File: config.mk
export PLATFORM = sky130hd
export DESIGN_NAME = cont_regressivo_param_flat
export DESIGN_NICKNAME = d
export VERILOG_FILES = /design/src/rtl/cont_regressivo_param_if.sv /design/src/rtl/cont_regressivo_param.sv /design/src/flat_wrapper.sv
export SDC_FILE = /design/constraint.sdc
export NUM_CORES = 1
export LEC_CHECK = 0
export BUFFER_PORTS_ARGS = -buffer_cell sky130_fd_sc_hd__buf_2
export CAP_MARGIN = 10
export CELL_PAD_IN_SITES_DETAIL_PLACEMENT = 1
export CELL_PAD_IN_SITES_GLOBAL_PLACEMENT = 1
export CORE_MARGIN = 10
export CORE_UTILIZATION = 35
export DETAILED_ROUTE_END_ITERATION = 10
export PLACE_DENSITY_LB_ADDON = 0.1
export SYNTH_ARGS = -nofsm -noshare
export SYNTH_HDL_FRONTEND = slang
export SYNTH_SLANG_ARGS = --single-unit
File: constraint.sdc
create_clock -name i_clk -period 2.15 [get_ports i_clk]
set_clock_uncertainty 0.15 [all_clocks]
set_input_delay 0.1075 -clock i_clk [delete_from_list [all_inputs] [get_ports i_clk]]
set_output_delay 0.1075 -clock i_clk [all_outputs]
set_load 0.01 [all_outputs]
File: src/rtl/cont_regressivo_param_if.sv
// Control/status bundle for the irrigation down-counter: load/enable/abort/mode
// requests in, count value and end-of-count status out.
interface cont_regressivo_param_if #(
   parameter int WIDTH = 4
) ();
   logic             load;
   logic [WIDTH-1:0] valor;
   logic             en;
   logic             para;
   logic             auto;
   logic [WIDTH-1:0] q;
   logic             zero;
   logic             fim;
   logic             ativo;

   modport master (
      output load, valor, en, para, auto,
      input  q, zero, fim, ativo
   );

   modport slave (
      input  load, valor, en, para, auto,
      output q, zero, fim, ativo
   );
endinterface

File: src/rtl/cont_regressivo_param.sv
// Programmable down-counter/timer: counts a loaded value down to 0, one step per
// PRESCALE enabled clocks, with pause, abort, one-shot/auto-reload and end pulse.
//
// state | meaning
// IDLE  | Q held at 0, waiting for a load
// RUN   | counting (prescaler advances while enabled)
// HOLD  | paused, Q and prescaler frozen until enable returns
module cont_regressivo_param #(
   parameter int WIDTH    = 4,
   parameter int PRESCALE = 1
) (
   input logic                     i_clk,
   input logic                     i_rst,
   cont_regressivo_param_if.slave  bus
);

   localparam int              PW       = (PRESCALE > 1) ? $clog2(PRESCALE) : 1;
   localparam logic [PW-1:0]   PRE_LAST = PW'(PRESCALE - 1);
   localparam logic [WIDTH-1:0] ONE     = WIDTH'(1);

   typedef enum logic [1:0] {IDLE, RUN, HOLD} state_t;

   state_t           r_state;
   logic [WIDTH-1:0] r_q;
   logic [WIDTH-1:0] r_reload;
   logic [PW-1:0]    r_pre;
   logic             r_fim;
   logic             r_ativo;

   always_ff @(posedge i_clk or posedge i_rst) begin
      if (i_rst) begin
         r_state  <= IDLE;
         r_q      <= '0;
         r_reload <= '0;
         r_pre    <= '0;
         r_fim    <= 1'b0;
         r_ativo  <= 1'b0;
      end else begin
         r_fim <= 1'b0;
         if (bus.load) begin
            r_q      <= bus.valor;
            r_reload <= bus.valor;
            r_pre    <= '0;
            if (bus.valor != '0) begin
               r_state <= RUN;
               r_ativo <= 1'b1;
            end else begin
               r_state <= IDLE;
               r_ativo <= 1'b0;
            end
         end else if (bus.para) begin
            r_q     <= '0;
            r_pre   <= '0;
            r_state <= IDLE;
            r_ativo <= 1'b0;
         end else begin
            case (r_state)
               IDLE: ;
               HOLD: begin
                  if (bus.en) begin
                     r_state <= RUN;
                     r_ativo <= 1'b1;
                  end
               end
               RUN: begin
                  if (!bus.en) begin
                     r_state <= HOLD;
                     r_ativo <= 1'b0;
                  end else if (r_pre != PRE_LAST) begin
                     r_pre <= r_pre + PW'(1);
                  end else begin
                     r_pre <= '0;
                     if (r_q > ONE) begin
                        r_q <= r_q - ONE;
                     end else if (r_q == ONE) begin
                        r_q   <= '0;
                        r_fim <= 1'b1;
                        if (!bus.auto) begin
                           r_state <= IDLE;
                           r_ativo <= 1'b0;
                        end
                     end else if (bus.auto && r_reload != '0) begin
                        // Q==0 tick in auto mode closes the N..0 period
                        r_q <= r_reload;
                     end else begin
                        r_state <= IDLE;
                        r_ativo <= 1'b0;
                     end
                  end
               end
               default: begin
                  r_state <= IDLE;
                  r_ativo <= 1'b0;
               end
            endcase
         end
      end
   end

   assign bus.q     = r_q;
   assign bus.zero  = (r_q == '0);
   assign bus.fim   = r_fim;
   assign bus.ativo = r_ativo;

endmodule
File: src/flat_wrapper.sv
// flat-port wrapper written by rule: the top's interface ports become plain ports
module cont_regressivo_param_flat 
#(
   parameter int WIDTH    = 4,
   parameter int PRESCALE = 1
)
  (i_clk, i_rst, bus_load, bus_valor, bus_en, bus_para, bus_auto, bus_q, bus_zero, bus_fim, bus_ativo);
  cont_regressivo_param_if #(.WIDTH(WIDTH)) bus_i ();
  input logic i_clk;
  input logic i_rst;
  input wire logic [$bits(bus_i.load)-1:0] bus_load;
  input wire logic [$bits(bus_i.valor)-1:0] bus_valor;
  input wire logic [$bits(bus_i.en)-1:0] bus_en;
  input wire logic [$bits(bus_i.para)-1:0] bus_para;
  input wire logic [$bits(bus_i.auto)-1:0] bus_auto;
  output wire logic [$bits(bus_i.q)-1:0] bus_q;
  output wire logic [$bits(bus_i.zero)-1:0] bus_zero;
  output wire logic [$bits(bus_i.fim)-1:0] bus_fim;
  output wire logic [$bits(bus_i.ativo)-1:0] bus_ativo;
  assign bus_i.load = bus_load;
  assign bus_i.valor = bus_valor;
  assign bus_i.en = bus_en;
  assign bus_i.para = bus_para;
  assign bus_i.auto = bus_auto;
  assign bus_q = bus_i.q;
  assign bus_zero = bus_i.zero;
  assign bus_fim = bus_i.fim;
  assign bus_ativo = bus_i.ativo;
  cont_regressivo_param #(.WIDTH(WIDTH), .PRESCALE(PRESCALE)) u_core (.i_clk(i_clk), .i_rst(i_rst), .bus(bus_i));
endmodule
Word-level counts from Yosys, hierarchy flattened

Index checks and enable logic that the tools add are counted.

Bits of input ports: 10
Flip-flop bits (word level): 13
Latch bits: 0
Bits in read-only memories: 0
Logic and storage cells: 72
Memories kept: 0
RAM bits: 0

Magnitude comparators: 1
$mul: 0
$add $sub $neg: 2
Shift-type cells: 0
Reductions and logical operators: 11
Eq/ne operators: 10
Div/mod/pow operators: 0
Bitwise operators: 0
Mux-type cells: 42

Operator list:

| operator                                                                 | count |
|---|---|
| 4-bit 2-to-1 mux                                                         | 8 |
| 1-bit 2-to-1 mux                                                         | 23 |
| 2-bit 2-to-1 mux                                                         | 9 |
| 5-bit inequality test (second input constant)                            | 2 |
| 4-bit nonzero test                                                       | 2 |
| 3-bit inequality test (second input constant)                            | 2 |
| 6-bit by 5-bit inequality test with 1-bit output (second input constant) | 1 |
| 6-bit inequality test (second input constant)                            | 1 |
| 2-bit case mux with 3 select lines                                       | 1 |
| 6-bit AND reduction                                                      | 1 |
| 3-bit nonzero test                                                       | 2 |
| 5-bit nonzero test                                                       | 1 |
| 4-bit by 1-bit == test with 1-bit output (second input constant)         | 1 |
| 4-bit by 1-bit > comparator with 1-bit output (second input constant)    | 1 |
| 4-bit logical NOT                                                        | 1 |
| 4-bit inequality test (second input constant)                            | 1 |
| 4-bit AND reduction                                                      | 1 |
| 4-bit by 1-bit subtractor with 4-bit output (second input constant)      | 1 |
| 1-bit case mux with 3 select lines                                       | 1 |
| 2-bit by 1-bit == test with 1-bit output (second input constant)         | 1 |
| 2-bit == test (second input constant)                                    | 1 |
| 2-bit logical NOT                                                        | 1 |
| 2-bit AND reduction                                                      | 1 |
| 1-bit adder (second input constant)                                      | 1 |
| 1-bit logical AND                                                        | 1 |

Logic depth before layout (Yosys ltp)

Gate-level depths: netlist (run 1).

Depth after elaboration: 10
Gate-level depth with buffers: 6

Worst setup path after synthesis (run 1)

Ideal clock, no wire load.

Path kind: register to register
Start point: reg u_core.r_q[0] (netlist: u_core.bus.q[0])
End point: reg u_core.r_q[1] (netlist: u_core.bus.q[1])
Path buffers: 0
Clock period less this slack: 2.289 ns
Data arrival time: 2.014 ns
Slack: -0.139 ns
Data required time: 1.875 ns
Stages on the path, launching flop included: 7
Path through: dfrtp_1 -> inv_1 -> ha_1 -> or3b_4 -> o311a_4 -> or2_4 -> mux2_4

Longest elaborated chain between the ends: 8
Elaborated cells on any way between the ends: 12
Those cells by class: add/sub: 1; order compare: 1; eq/ne: 1; mux: 7; reduce/logical: 2

Ends and longest elaborated chain:

| element                                                                                             | RTL line                    | RTL |
|---|---|---|
| from (decl)                                                                                         | cont_regressivo_param.sv:24 | `logic [WIDTH-1:0] r_q;` |
| from (signal assigned)                                                                              | cont_regressivo_param.sv:41 | `r_q <= bus.valor;` |
| from (signal assigned)                                                                              | cont_regressivo_param.sv:74 | `r_q <= r_q - ONE;` |
| from (signal assigned)                                                                              | cont_regressivo_param.sv:84 | `r_q <= r_reload;` |
| parallel branches: the longest is 8 deep, another holds 4-bit by 1-bit subtractor with 4-bit output | -                           |  |

Parallel ways; which one is timed is not known. The select of a mux whose other input is x is not followed.
A chain may end at the register's enable or synchronous reset.

Worst setup path after layout (run 1)

Start point: reg u_core.r_q[1] (netlist: u_core.bus.q[1])
End point: reg u_core.r_q[1] (netlist: u_core.bus.q[1])

The elaborated chain is that of the path after synthesis.

==> flow_summary.toml, run 1 <==
[outcome]
status = "finished clean"

[critical_path]
cp-startpoint = "u_core.bus.q[1]"
worstSetupPathType = "flip-flop to flip-flop"
end_kind = "flip-flop"
worst-path-max-fanout = 4
r2r_cells = 6
r2r-start = "u_core.bus.q[1]"
r2r_setup_slack_ns = 0.02
setup.worst_path.end = "u_core.bus.q[1]"
r2r_end = "u_core.bus.q[1]"
cp.required_ns = 2.16
crit_path_start_kind = "flip-flop"
arrival_ns = 2.14

[sta]
max-slew-margin-rel_pct = 69.5
finalWorstSetupSlack_ns = 0.0218
period_needed_ns = 2.13
fmaxAchievable_mhz = 470
finalMaxSlewViolations = 0
rsz0062_at_grt = "yes"
hold_viol_final = 0
setup_violations = 0
whs_ns = 0.00416
timing.final.crit_share_pct = 99.0
tightestPinTransition_ns = 0.452

[pwr]
pwr-share-comb_pct = 43.4
intPower_uw = 452
p_per_area_nw_per_um2 = 658
p_sw_uw = 245
vdd_ir_drop_max_mv = 0.373
clock_power_share_pct = 21.0
p_leak_uw = 0.000492
swShare_pct = 35.1
power_uw = 697
power_frac_seq_pct = 35.6

[synthesis]
yosys.area_share.xor_xnor_pct = 0
synth_top_area_share_pct = 35.0
netlist_area_um2 = 786
synth_top_family_by_area = "compound AO/OA/AOI/OAI gates"
synth_top_area_cell = "dfrtp_1"
synth_nets = 101
syn_area_per_cell_um2 = 9.24
ys_seq_area_share_pct = 35.0
postSynthCellCount = 85
synth_mux_area_share_pct = 3.34
synth.distinct_cells = 33
synth-seq-cells = 11
synth_top_flop_cell = "dfrtp_1"
synth_edf_count = 0
synth_compound_area_share_pct = 29.5
synth-simple-area-share_pct = 17.4
synth_area_leaders = "dfrtp_1, ha_1, o21ai_0, inv_1, nand2_1"
ys_warn_count = 0
postSynth.asyncResetShare_pct = 100
synth_adder_area_share_pct = 9.55

[die]
die_h_um = 67.4
io_pins = 17
die_x_um = 67.4
initial_core_util_pct = 36.2
num_rows = 17
core_area_um2 = 2170
die_area_um2 = 4540

[finish]
drive_gt1_share_pct = 31.4
nets = 135
final_common_cell = "buf_2"
area.growth.synth_to_final_pct = 34.7
antenna_cells = 0
multi_input_area_um2 = 482
mostFrequentLayoutCells = "buf_2, o21ai_0, buf_4, dfrtp_1"
seq_area_um2 = 277
fillCellCount = 282

[clock_tree]
cts_buffers = 3
cts_tree = "done"
htree_levels = 1
clk-insertion-delay-late_ns = 0.27
clock_path_buffers = 2
root_buffer = "clkbuf_4"
cts_resized = 0
clkSinkCount = 11
cts.clk_slew.worst_paths_ns = 0.08

[drt]
wire_per_inst_um = 15.3
dr_wl_met2_mm = 1.04
drc = 0
drt-met1-wl_mm = 1.04
top_layer_used = "met4"
vias_per_cell = 5.27
drtPass1Iterations = 4
vias = 770
dr_wl_met3_um = 133
routed_wl_mm = 2.23
ant_nets = 0
drt_iter0_markers = 25

[placed_design]
place_congestion = 0.828
portBuffers = 16
dp_hpwl_mm = 1.78
pre_cts_slack_ns = 0.00960

[global_routing]
grt_pass1_wl_mm = 3.70
antenna_found_initial = 0
grt-ovfl-total = 0
grt_max_degree = 12
track_usage_pct = 10.5
first_global_vias = 783

[flow_run]
cap_violations = 0

[worst_hold_path]
hold_path_class = "input port to flip-flop"
[metrics by stage]
stage	TNS, ns	util [%]	area (um^2)	std cells
3_3_place_gp	0	44.9	975	136
3_5_place_dp	0	44.9	975	136
6_report	0	48.8	1060	146
2_1_floorplan	-0.0474	-	800	85
4_1_cts	0	48.8	1060	146
5_1_grt	-0.0408	48.8	1060	146
[how the worst min path moves through the flow]
stage / start / to / depth (start not counted)
2_1_floorplan: i_rst / u_core.bus.fim / 1
3_3_place_gp: i_rst / u_core.bus.fim / 2
3_5_place_dp: i_rst / u_core.r_state[0] / 2
4_1_cts: bus_en / u_core.r_state[1] / 3
5_1_grt: bus_load / u_core.r_reload[3] / 2
6_report: bus_en / u_core.r_state[1] / 3
[area by class of cell]
type	instances	area share (%)
flip-flops and latches	11	26.1
multi-input cells	63	45.5
clock buffers	4	2.48
repair buffers	31	19.4
well taps	28	3.31
inverters	9	3.19
[cell usage after synthesis, types with 2 or more instances]
cell type and instances:
ha_1 6, o21a_1 2, inv_1 9, nor2b_1 2, clkbuf_1 2, o21ai_0 11, dfrtp_1 11, o41a_1 2
nor3_1 2, a22o_1 2, nor2_1 2, or3b_1 3, a211oi_1 2, nand2_1 7, a21oi_1 4
[critical path: stages (launching register included)]
cell and delay (ns):
dfrtp_1 0.39, inv_2 0.08, ha_4 0.13, or3b_4 0.38
o311a_4 0.33, or2_4 0.26, mux2_4 0.29
[cell families (layout without fill, tap and decap cells)]
group,count (synthesis),in the layout
buf+inv,11,44
fa+ha+maj,6,6
mux,2,2
simple gates,23,23
flops,11,11
compound gates,32,32
[state kept, by name, summed over array words and instances, names as in the netlist]
signal	cells
u_core.bus.fim	1
u_core.bus.q	4
u_core.r_reload	4
u_core.r_state	2
[power by group through the flow]
stage,clock (uW),combinational (uW),sequential [uW]
6_report,146,302,248
5_1_grt,168,337,253
4_1_cts,153,308,249
3_5_place_dp,0,296,253
3_3_place_gp,0,294,252
2_1_floorplan,0,157,269
[per-layer routing]
metal	vias to the layer above	track usage (%)
li1	381	-
met1	370	13.0
met2	17	16.2
met3	2	3.47
met4	0	4.62
met5	-	0
[repair_timing]
action,CTS,global route
endpoints found under the setup margin,1,1
endpoints found under the hold margin,15,0
setup buffers,1,0
hold buffers,5,0
Power figures use the tool's default switching activity.
==> run 2, diff against run 1 <==
--- a/config.mk
+++ b/config.mk
@@ -12,7 +12,7 @@
 export CORE_MARGIN = 10
 export CORE_UTILIZATION = 35
 export DETAILED_ROUTE_END_ITERATION = 10
-export PLACE_DENSITY_LB_ADDON = 0.1
+export PLACE_DENSITY_LB_ADDON = 0.12
 export SYNTH_ARGS = -nofsm -noshare
 export SYNTH_HDL_FRONTEND = slang
 export SYNTH_SLANG_ARGS = --single-unit
==> run 2 against run 1 <==
Net effect: the run now ends with hold timing left; flip-flop and latch count is the same; critical path depth is the same; clock-buffer cell count is the same; design area is the same; critical path type unchanged; largest cell class unchanged; largest power group unchanged; highest routed layer unchanged.
==> flow_summary.toml, run 2 (synthesis results as in run 1) <==
[global_routing]
first_global_vias = 857
grt_pass1_wl_mm = 4.18
grt-ovfl-total = 0
track_usage_pct = 11.9
grt_max_degree = 12
antenna_found_initial = 0

[sta]
period_needed_ns = 2.11
finalWorstSetupSlack_ns = 0.0356
fmaxAchievable_mhz = 473
finalMaxSlewViolations = 0
whs_ns = -0.000133
hold_viol_final = 1
max-slew-margin-rel_pct = 64.8
rsz0062_at_grt = "yes"
timing.final.crit_share_pct = 98.3
tightestPinTransition_ns = 0.522
setup_violations = 0

[pwr]
p_per_area_nw_per_um2 = 677
vdd_ir_drop_max_mv = 0.312
p_leak_uw = 0.000496

[finish]
drive_gt1_share_pct = 31.6
final_common_cell = "buf_2"
nets = 134
mostFrequentLayoutCells = "buf_2, o21ai_0, dfrtp_1"
antenna_cells = 0
area.growth.synth_to_final_pct = 34.7
stdcell_count = 145

[die]
core_area_um2 = 2170
die_x_um = 67.4
die_h_um = 67.4
io_pins = 17
num_rows = 17
die_area_um2 = 4540
initial_core_util_pct = 36.2

[clock_tree]
cts.clk_slew.worst_paths_ns = 0.08
htree_levels = 1
clkSinkCount = 11
postCtsSetupBuffers = 0
cts_buffers = 3
root_buffer = "clkbuf_4"
clk-insertion-delay-late_ns = 0.28
cts_tree = "done"
clock_path_buffers = 2

[critical_path]
slowest_delay_ns = 0.41
worst_path_max_delay_cell = "dfrtp_2"
cp.required_ns = 2.17
crit_chain = "inv_2 > ha_4 > or3b_4 > o311a_4 > or2_4 > mux2_4"
arrival_ns = 2.14
end_kind = "flip-flop"
worstSetupPathType = "flip-flop to flip-flop"
crit_path_start_kind = "flip-flop"
worst-path-max-fanout = 4

[placed_design]
portBuffers = 16
dp_hpwl_mm = 1.87
place_congestion = 0.824
pre_cts_slack_ns = 0.0406
dp.cells = 136

[drt]
drtPass1Iterations = 4
vias_per_cell = 5.35
routed_wl_mm = 2.46
wire_per_inst_um = 16.9
drc = 0
ant_nets = 0
drt_iter0_markers = 23
vias = 776

[outcome]
status = "finished, violations left"
violations = "hold timing"

[flow_run]
cap_violations = 0

[worst_hold_path]
hold_path_class = "input port to flip-flop"
## run 2: cell types whose count changed in the layout (fill, tap and decap cells not counted)
cell | before | now
nand2b_1 | 1 | 0
nand2b_4 | 0 | 1
buf_4 | 10 | 9
## run 2: stage by stage
stage | TNS [ns] | utilization [%] | cell area (um^2) | hold slack (ns) | total power (uW)
2_1_floorplan | -0.0474 | - | 800 | -0.190 | 426
3_3_place_gp | 0 | 44.9 | 975 | -0.0202 | 547
3_5_place_dp | 0 | 44.9 | 975 | -0.0177 | 556
4_1_cts | 0 | 48.4 | 1050 | 0.00240 | 716
5_1_grt | -0.0463 | 48.8 | 1060 | 0.0158 | 774
6_report | 0 | 48.8 | 1060 | -0.000133 | 717
## run 2: area by class of cell
class,count,area [um^2]
clock buffer,4,26.3
fill,270,1110
inverter,9,33.8
multi-input combinational,63,489
sequential,11,277
tap,28,35.0
timing repair buffer,30,198
## run 2: path summary, 6_finish.rpt
kind,from,end,slack [ns],cells past startpoint
hold reg to reg,u_core.r_reload[3],u_core.r_reload[3],0.43,2
setup reg to reg,u_core.bus.q[0],u_core.bus.q[1],0.04,6
max in group asynchronous,i_rst,u_core.bus.q[0],1.31,3
setup / recovery,u_core.bus.q[0],u_core.bus.q[1],0.04,6
min in group asynchronous,i_rst,u_core.bus.q[2],0.22,3
hold / removal,bus_en,u_core.r_state[1],-0.0001,3
## run 2: critical path, delay by kind of cell, from the launching register on
kind                       cells  cell delay [ns]
DFF                            1             0.41
and+or+nand+nor                2             0.64
AOI/OAI and AO/OA              1             0.33
buffers and inverters          1             0.07
muxes                          1             0.29
adders and majority gates      1             0.12
## run 2: layer usage
metal  vias up  wire, um  track usage (%)
li1        379         -                -
met1       381      1170             15.5
met2        12      1150             18.6
met3         4       108             2.81
met4         0        31             4.62
met5         -         0                0
## run 2: what timing repair did
action / 4_1_cts / 5_1_grt
hold buffers: 5 / 0
gates resized for setup: 0 / 1
endpoints found under the hold margin: 15 / 0
setup endpoints to repair: 0 / 3
## run 2: power by group
| part | total [uW] | switching (uW) | internal [uW] |
|---|---|---|---|
| sequential | 249 | 18.4 | 231 |
| clock | 156 | 84.4 | 72.0 |
| combinational | 311 | 161 | 150 |
